[config.mk]
export PLATFORM = sky130hd
export DESIGN_NAME = present_round_ctrl
export DESIGN_NICKNAME = d
export VERILOG_FILES = /design/src/rtl/present_pkg.sv /design/src/rtl/present_rr_arb.sv /design/src/rtl/present_round_ctrl.sv
export SDC_FILE = /design/constraint.sdc
export NUM_CORES = 1
export LEC_CHECK = 0
export CAP_MARGIN = 20
export CORE_MARGIN = 2
export CORE_UTILIZATION = 44
export CTS_BUF_LIST = sky130_fd_sc_hd__clkbuf_2 sky130_fd_sc_hd__clkbuf_4 sky130_fd_sc_hd__clkbuf_8
export CTS_CLUSTER_SIZE = 30
export DETAILED_ROUTE_END_ITERATION = 16
export PLACE_DENSITY = 0.78
export SLEW_MARGIN = 20
export SYNTH_ARGS = -nofsm -noshare
export SYNTH_HDL_FRONTEND = slang
export SYNTH_SLANG_ARGS = --single-unit
[constraint.sdc]
create_clock -name clk -period 2.1 [get_ports clk]
set_clock_uncertainty 0.2 [all_clocks]
set_input_delay 0.63 -clock clk [delete_from_list [all_inputs] [get_ports clk]]
set_output_delay 0.63 -clock clk [all_outputs]
set_load 0.005 [all_outputs]
[src/rtl/present_pkg.sv]
// Shared definitions for the PRESENT-128 round sequencer: controller states,
// round count and requester ids.
package present_pkg;

  localparam int NROUNDS = 31;
  localparam int RND_W   = 5;

  localparam logic REQ_HOST = 1'b0;
  localparam logic REQ_DM   = 1'b1;

  typedef enum logic [2:0] {
    S_IDLE,
    S_LOAD,
    S_WAIT,
    S_RUN,
    S_FINAL,
    S_DONE
  } state_t;

endpackage

[src/rtl/present_rr_arb.sv]
// Two-way round-robin arbiter: a lone requester always wins, and a tie goes
// to the side named by ptr. ready is only raised when en is high.
module present_rr_arb (
  input  logic [1:0] valid,
  input  logic       en,
  input  logic       ptr,
  output logic       grant,
  output logic [1:0] ready
);

  // Pick the winner and qualify it with the enable.
  always_comb begin
    grant = ptr;
    unique case (valid)
      2'b01:   grant = 1'b0;
      2'b10:   grant = 1'b1;
      default: grant = ptr;
    endcase
    ready = {2{en}} & valid & (grant ? 2'b10 : 2'b01);
  end

endmodule

[src/rtl/present_round_ctrl.sv]
// Round sequencer / arbiter for a shared iterative PRESENT-128 datapath.
// Grants one job at a time (host cipher vs. DM-PRESENT hash, round-robin),
// steps the datapath through 31 rounds plus final whitening and holds the
// result until the consumer takes it.
// Optional build macro PRESENT_ABORT_EN adds the abort port, which cancels
// an in-flight job and returns the controller to IDLE.
module present_round_ctrl
  import present_pkg::*;
(
  input  logic             clk,
  input  logic             rst,
  input  logic             req0_valid,
  input  logic             req0_dec,
  output logic             req0_ready,
  input  logic             req1_valid,
  input  logic             req1_dec,
  output logic             req1_ready,
  output logic             ks_load,
  output logic             ks_dec,
  input  logic             ks_rdy,
  output logic             dp_sel,
  output logic             dp_load,
  output logic             dp_round_en,
  output logic             dp_final,
  output logic [RND_W-1:0] round_idx,
  output logic             out_valid,
  input  logic             out_ready,
  output logic             out_id,
`ifdef PRESENT_ABORT_EN
  input  logic             abort,
`endif
  output logic             busy
);

  state_t           state;
  state_t           state_nxt;
  logic             rr_ptr;
  logic             sel;
  logic             dec;
  logic [RND_W-1:0] idx;
  logic             grant;
  logic [1:0]       ready;
  logic             accept;
  logic             last_round;
  logic             abort_hit;

`ifdef PRESENT_ABORT_EN
  assign abort_hit = abort & (state != S_IDLE);
`else
  assign abort_hit = 1'b0;
`endif

  // Requests are only considered in IDLE and never while reset is held,
  // so ready stays low during reset.
  present_rr_arb u_arb (
    .valid ({req1_valid, req0_valid}),
    .en    ((state == S_IDLE) & ~rst),
    .ptr   (rr_ptr),
    .grant (grant),
    .ready (ready)
  );

  assign accept     = |ready;
  assign req0_ready = ready[0];
  assign req1_ready = ready[1];
  assign last_round = dec ? (idx == RND_W'(1)) : (idx == RND_W'(NROUNDS));

  // State register.
  always_ff @(posedge clk or posedge rst) begin
    if (rst) state <= S_IDLE;
    else     state <= state_nxt;
  end

  // Next-state logic; abort outranks every other exit condition.
  always_comb begin
    state_nxt = state;
    unique case (state)
      S_IDLE:  if (accept) state_nxt = S_LOAD;
      S_LOAD:  state_nxt = dec ? S_WAIT : S_RUN;
      S_WAIT:  if (ks_rdy) state_nxt = S_RUN;
      S_RUN:   if (last_round) state_nxt = S_FINAL;
      S_FINAL: state_nxt = S_DONE;
      S_DONE:  if (out_ready) state_nxt = S_IDLE;
      default: state_nxt = S_IDLE;
    endcase
    if (abort_hit) state_nxt = S_IDLE;
  end

  // Capture the granted job and advance the round-robin pointer.
  always_ff @(posedge clk or posedge rst) begin
    if (rst) begin
      rr_ptr <= 1'b0;
      sel    <= 1'b0;
      dec    <= 1'b0;
    end else if (accept) begin
      sel    <= grant;
      dec    <= grant ? req1_dec : req0_dec;
      rr_ptr <= ~grant;
    end
  end

  // Round counter: 0 outside RUN, counts up for encrypt and down for decrypt.
  always_ff @(posedge clk or posedge rst) begin
    if (rst) begin
      idx <= '0;
    end else if (abort_hit) begin
      idx <= '0;
    end else begin
      unique case (state)
        S_LOAD:  idx <= dec ? '0 : RND_W'(1);
        S_WAIT:  if (ks_rdy) idx <= RND_W'(NROUNDS);
        S_RUN:   if (last_round) idx <= '0;
                 else if (dec)   idx <= idx - RND_W'(1);
                 else            idx <= idx + RND_W'(1);
        default: idx <= '0;
      endcase
    end
  end

  assign ks_load     = (state == S_LOAD);
  assign dp_load     = (state == S_LOAD);
  assign dp_round_en = (state == S_RUN);
  assign dp_final    = (state == S_FINAL);
  assign out_valid   = (state == S_DONE);
  assign busy        = (state != S_IDLE);
  assign dp_sel      = sel;
  assign out_id      = sel;
  assign ks_dec      = dec;
  assign round_idx   = idx;

endmodule
==> flow_summary.json, run 1 <==
{
  "post_dp_cell_area_um2": 1210,
  "syn_area_per_cell_um2": 8.89,
  "ys_types": 37,
  "grt_pass1_vias": 792,
  "postLayoutCellArea_um2": 1430,
  "rsz0062_at_grt": "true",
  "ys_warn_count": 0,
  "drtIter0Drc": 13,
  "vias": 901,
  "vdd_drop_max_mv": 0.917,
  "num_io_pins": 24,
  "cp-end-kind": "primary output",
  "areaGrowthSynthToFinish_pct": 72.6,
  "finalWirelength_um": 2470,
  "clock.fmax_mhz": 427,
  "cts_sinks": 11,
  "nets": 161,
  "instances_no_fill": 172,
  "final_util": 0.818,
  "timing_hold_violations_final": 0,
  "worst_pin_slew_ps": 407,
  "violations": "setup timing",
  "postRouteAntennaNets": 0,
  "drv_slew": 0,
  "comb_power_share": 0.717,
  "grtUsageTotal": 0.241,
  "synthTopCellsByArea": "dfrtp_1 33%, ha_1 7.6%, nand2_1 4.5%, o21ai_0 4.2%, mux2i_1 3.6%",
  "ctsLongestPathBuffers": 2,
  "cts-htree-levels": 1,
  "crit_type": "input port to primary output",
  "cp_slowest_stage_delay_ps": 260,
  "syn-num-nets": 106,
  "grt_overflow": 0,
  "grt-busiest-layer": "met2",
  "yosys.area.top_type_share": 0.333,
  "period_share": 1.12,
  "place.port_buffers": 23,
  "ys_ff_latch": 11,
  "drv_cap": 0,
  "clock_power_share": 0.077,
  "setup_ws_ps": -244,
  "sequentialPowerShare": 0.206,
  "met1_usage": 0.316,
  "synth_top_cell_by_area": "dfrtp_1",
  "ys_seq_area_frac": 0.333,
  "grt_antenna_before_repair": 0,
  "fill_cells": 118,
  "status": "finished, violations left",
  "synth_edf_count": 0,
  "slew_headroom": 0.728,
  "seqCellArea_um2": 278,
  "grt_max_degree": 12,
  "use_met2": 0.397,
  "switching_share": 0.418,
  "clkTransAtPathRegs_ps": 70,
  "syn-cell-area_um2": 827,
  "hp-class": "flip-flop to flip-flop",
  "die_h_um": 47.4,
  "dieArea_um2": 2240,
  "place_ws_ps": -1180,
  "clock-root-buffer": "clkbuf_4",
  "cp.arrival_ps": 1510,
  "clock_latency_ps": 280,
  "core-area_um2": 1750,
  "path_max_fanout": 2,
  "start_util": 0.474,
  "hpwl_um": 1590,
  "drive_above_1_share": 0.463,
  "hold_slack_ps": 324,
  "cts_made_buffers": 3,
  "critPathLaunchType": "input port",
  "mostFrequentLayoutCell": "buf_4",
  "met3_usage": 0.0462,
  "die_x_um": 47.4,
  "cp_cell_sequence": "buf_8 -> inv_8 -> ha_4 -> mux2i_4 -> buf_6 -> nor2_4 -> buf_2",
  "wl_per_cell_um": 14.4,
  "fin_crit_ps": 2340,
  "synthArstFlopShare": 1.00,
  "drc_errors": 0,
  "routed_via_density": 5.24,
  "tritoncts": "yes",
  "power_per_cell_area_nw_per_um2": 1340,
  "final_cell_mix": "24 x buf_4, 10 x buf_6, 9 x dfrtp_1, 9 x clkdlybuf4s50_1, 8 x nand2_1",
  "cp_slowest_cell": "ha_4",
  "synth-main-ff-cell": "dfrtp_1",
  "setup_violations": 4,
  "rows": 15,
  "power.switching_mw": 0.800,
  "p_leak_nw": 0.709,
  "gp_congestion": 0.838,
  "p_int_mw": 1.12,
  "n_antenna_cell": 0,
  "multi_input_area_um2": 577,
  "worstPathRequired_ps": 1270,
  "synthCells": 93,
  "drt_pass1_iterations": 4,
  "grt_pass1_wl_um": 3640,
  "placedCellCount": 155
}
==> worst max-delay path, delay by kind of cell <==
family                   cells  cell delay, ps
buffers and inverters        4             360
adder cells (fa/ha/maj)      1             260
multiplexers                 1             230
AND/OR/NAND/NOR              1              30
==> power groups by stage <==
stage / Combinational (mW) / Sequential [mW] / Clock, mW
detailed placement: 1.06 / 0.395 / 0
global route: 1.48 / 0.407 / 0.161
CTS: 1.25 / 0.385 / 0.155
finish: 1.37 / 0.395 / 0.147
floorplan: 0.569 / 0.419 / 0
global placement: 1.04 / 0.393 / 0
==> stage by stage <==
| step | setup TNS, ps | total power, mW |
|---|---|---|
| after global routing | -869 | 2.05 |
| after global placement | -4240 | 1.43 |
| final | -601 | 1.92 |
| after detailed placement | -4640 | 1.45 |
| after floorplan | -95.8 | 0.988 |
| after CTS | -504 | 1.79 |
==> final cells by class <==
class	count	area share
clock buffers	3	0.0158
clock inverters	1	0.00351
inverters	8	0.0263
multi-input cells	68	0.404
flip-flops and latches	11	0.195
well taps	25	0.0219
repair buffers	56	0.334
==> state kept, by name, indices dropped and copies added (netlist names) <==
signal     flops
dp_sel         1
state          3
round_idx      5
rr_ptr         1
ks_dec         1
==> final timing paths <==
path,start,end,slack (ps),cells after the start
max,req0_valid,req1_ready,-240,7
min,dp_sel,dp_sel,320,1
max reg2reg,round_idx[0],round_idx[1],60,7
min reg2reg,dp_sel,dp_sel,320,1
max in group asynchronous,rst,round_idx[4],1050,2
min in group asynchronous,rst,state[0],340,2
==> routing by layer <==
layer	routed length, um	vias to the layer above
li1	-	443
met1	1050	436
met2	1320	20
met3	85	2
met4	12	0
met5	0	-
==> kinds of logic after synthesis <==
logic type,Yosys count,synth area share
simple gates,34,0.224
xor+xnor,2,0.0212
buf+inv,14,0.110
flops,11,0.333
compound gates,23,0.183
mux,4,0.0529
fa+ha+maj,5,0.0756
==> cell usage after synthesis, drive strengths merged, types with 2 or more instances <==
cell,count
xor2,2
nor4,2
buf,4
inv,8
dfrtp,11
nand3,3
ha,5
nor2,6
nor3,3
mux2i,4
clkbuf,2
a21oi,5
nand2,10
nand2b,2
o21ai,7
==> timing repair <==
item,CTS,global route
buffers inserted,10,3
endpoints found under the setup margin,16,13
gates resized for setup,60,17
pin swaps,6,5
hold buffers,0,0
(Power assumes the default switching activity.)
==> inputs of run 2 (changes only) <==
--- a/config.mk
+++ b/config.mk
@@ -12,6 +12,7 @@
 export CTS_CLUSTER_SIZE = 30
 export DETAILED_ROUTE_END_ITERATION = 16
 export PLACE_DENSITY = 0.78
+export SKIP_LAST_GASP = 1
 export SLEW_MARGIN = 20
 export SYNTH_ARGS = -nofsm -noshare
 export SYNTH_HDL_FRONTEND = slang
==> flow_summary.json, run 2 (same netlist as run 1, synthesis figures left out) <==
{
  "grt_max_degree": 12,
  "critPathLaunchType": "input port",
  "grt_pass1_vias": 792,
  "power_per_cell_area_nw_per_um2": 1340,
  "drive_above_1_share": 0.466,
  "nets": 160,
  "rows": 15,
  "timing_hold_violations_final": 0,
  "instances_no_fill": 171,
  "setup_violations": 6,
  "hold_buffers": 0,
  "grt_antenna_before_repair": 0,
  "clock.fmax_mhz": 427,
  "min_from": "dp_sel",
  "worst_pin_slew_ps": 403,
  "grt_overflow": 0,
  "clock_latency_ps": 280,
  "num_io_pins": 24,
  "die_h_um": 47.4,
  "placedCellCount": 155,
  "final_util": 0.811,
  "worst-path-buf-inv": 4,
  "setup_ws_ps": -243,
  "vdd_drop_max_mv": 0.924,
  "cp_slowest_stage_delay_ps": 260,
  "cts_sinks": 11,
  "cp_slowest_cell": "ha_4",
  "drt_pass1_iterations": 4,
  "wl_per_cell_um": 14.6,
  "period_share": 1.12,
  "place.port_buffers": 23,
  "finalWirelength_um": 2500,
  "routed_via_density": 5.39,
  "fill_cells": 124,
  "hpwl_um": 1590,
  "status": "finished, violations left",
  "switching_share": 0.418,
  "violations": "setup timing",
  "clock-root-buffer": "clkbuf_4",
  "core-area_um2": 1750,
  "cts_made_buffers": 3,
  "drc_errors": 0,
  "timing.rr.start": "round_idx[0]",
  "n_antenna_cell": 0,
  "path_max_fanout": 2,
  "grtUsageTotal": 0.241,
  "cp.arrival_ps": 1510,
  "hp-class": "flip-flop to flip-flop",
  "clkTransAtPathRegs_ps": 70,
  "mostFrequentLayoutCell": "buf_4",
  "start_util": 0.474,
  "slew_headroom": 0.731,
  "postRouteAntennaNets": 0,
  "cts-htree-levels": 1,
  "tritoncts": "yes",
  "areaGrowthSynthToFinish_pct": 71.1,
  "p_leak_nw": 0.703,
  "gp_congestion": 0.838,
  "grt_pass1_wl_um": 3620,
  "drv_cap": 0,
  "final_cell_mix": "24 x buf_4, 9 x dfrtp_1, 9 x clkdlybuf4s50_1, 9 x buf_6, 8 x nand2_1",
  "sequentialPowerShare": 0.209,
  "clock_power_share": 0.078,
  "die_x_um": 47.4,
  "vias": 921,
  "drv_slew": 0,
  "worstPathRequired_ps": 1270,
  "crit_family": "buffers and inverters",
  "ctsLongestPathBuffers": 2,
  "cp.depth": 7,
  "drtIter0Drc": 9,
  "seqCellArea_um2": 278,
  "worstRegToRegCells": 7,
  "worstHoldPathCells": 1,
  "cp_cell_sequence": "buf_8 -> inv_8 -> ha_4 -> mux2i_4 -> buf_6 -> nor2_4 -> buf_2",
  "comb_power_share": 0.714,
  "rsz0062_at_grt": "true",
  "power.switching_mw": 0.793,
  "p_int_mw": 1.11,
  "hold_slack_ps": 324,
  "fin_crit_ps": 2340,
  "cp-end-kind": "primary output",
  "dieArea_um2": 2240,
  "crit_start": "req0_valid",
  "multi_input_area_um2": 576,
  "power_mw": 1.90,
  "crit_type": "input port to primary output",
  "largest_reg_flops": 5
}
## run 2: cell count changes in the layout (fill, tap and decap cells not counted), sizes merged
| cell | previous run | this run |
|---|---|---|
| buf | 41 | 40 |
## run 2: path summary, 6_finish.rpt
kind,slack [ps],to
max,-240,req1_ready
min,320,dp_sel
max reg2reg,60,round_idx[1]
min in group asynchronous,340,state[2]
min reg2reg,320,dp_sel
max in group asynchronous,1050,round_idx[4]
## run 2: area by class of cell
cell class / instances / area share
Clock inverter: 1 / 0.00354
Sequential cell: 11 / 0.196
Tap cell: 25 / 0.0221
Clock buffer: 3 / 0.0159
Inverter: 8 / 0.0265
Timing Repair Buffer: 55 / 0.329
Multi-Input combinational cell: 68 / 0.407
## run 2: power groups by stage
| stage | sequential, mW | combinational (mW) | clock [mW] |
|---|---|---|---|
| after CTS | 0.385 | 1.24 | 0.155 |
| after detailed placement | 0.395 | 1.06 | 0 |
| final | 0.396 | 1.35 | 0.147 |
| after global placement | 0.393 | 1.04 | 0 |
| after global routing | 0.407 | 1.47 | 0.161 |
| after floorplan | 0.419 | 0.569 | 0 |
## run 2: per-stage QoR
step / cell area, um^2 / setup slack, ps / TNS (ps)
after floorplan: 861 / -91.2 / -95.8
after global placement: 1210 / -1120 / -4240
after detailed placement: 1210 / -1180 / -4640
after CTS: 1360 / -242 / -537
after global routing: 1420 / -258 / -1070
final: 1420 / -243 / -784
## run 2: metal layers
layer | share of wire | global-route usage | wire [um] | up-vias
met5 | 0 | 0 | 0 | -
met4 | 0.020 | 0.0833 | 50 | 0
met3 | 0.038 | 0.0462 | 94 | 8
met2 | 0.51 | 0.397 | 1280 | 22
met1 | 0.43 | 0.313 | 1080 | 451
li1 | - | - | - | 440
## run 2: timing repair
item,in CTS,in global routing
buffers inserted,10,3
endpoints found under the setup margin,16,13
gates resized for setup,58,18
cloned,0,0
hold endpoints to repair,0,0
pin swaps,6,6
==> inputs of run 3 (changes only) <==
--- a/config.mk
+++ b/config.mk
@@ -11,6 +11,7 @@
 export CTS_BUF_LIST = sky130_fd_sc_hd__clkbuf_2 sky130_fd_sc_hd__clkbuf_4 sky130_fd_sc_hd__clkbuf_8
 export CTS_CLUSTER_SIZE = 30
 export DETAILED_ROUTE_END_ITERATION = 16
+export GPL_ROUTABILITY_DRIVEN = 0
 export PLACE_DENSITY = 0.78
 export SKIP_LAST_GASP = 1
 export SLEW_MARGIN = 20
==> results of run 3 <==
Same layout as run 2: the final DEF is identical, and so are final timing and power.
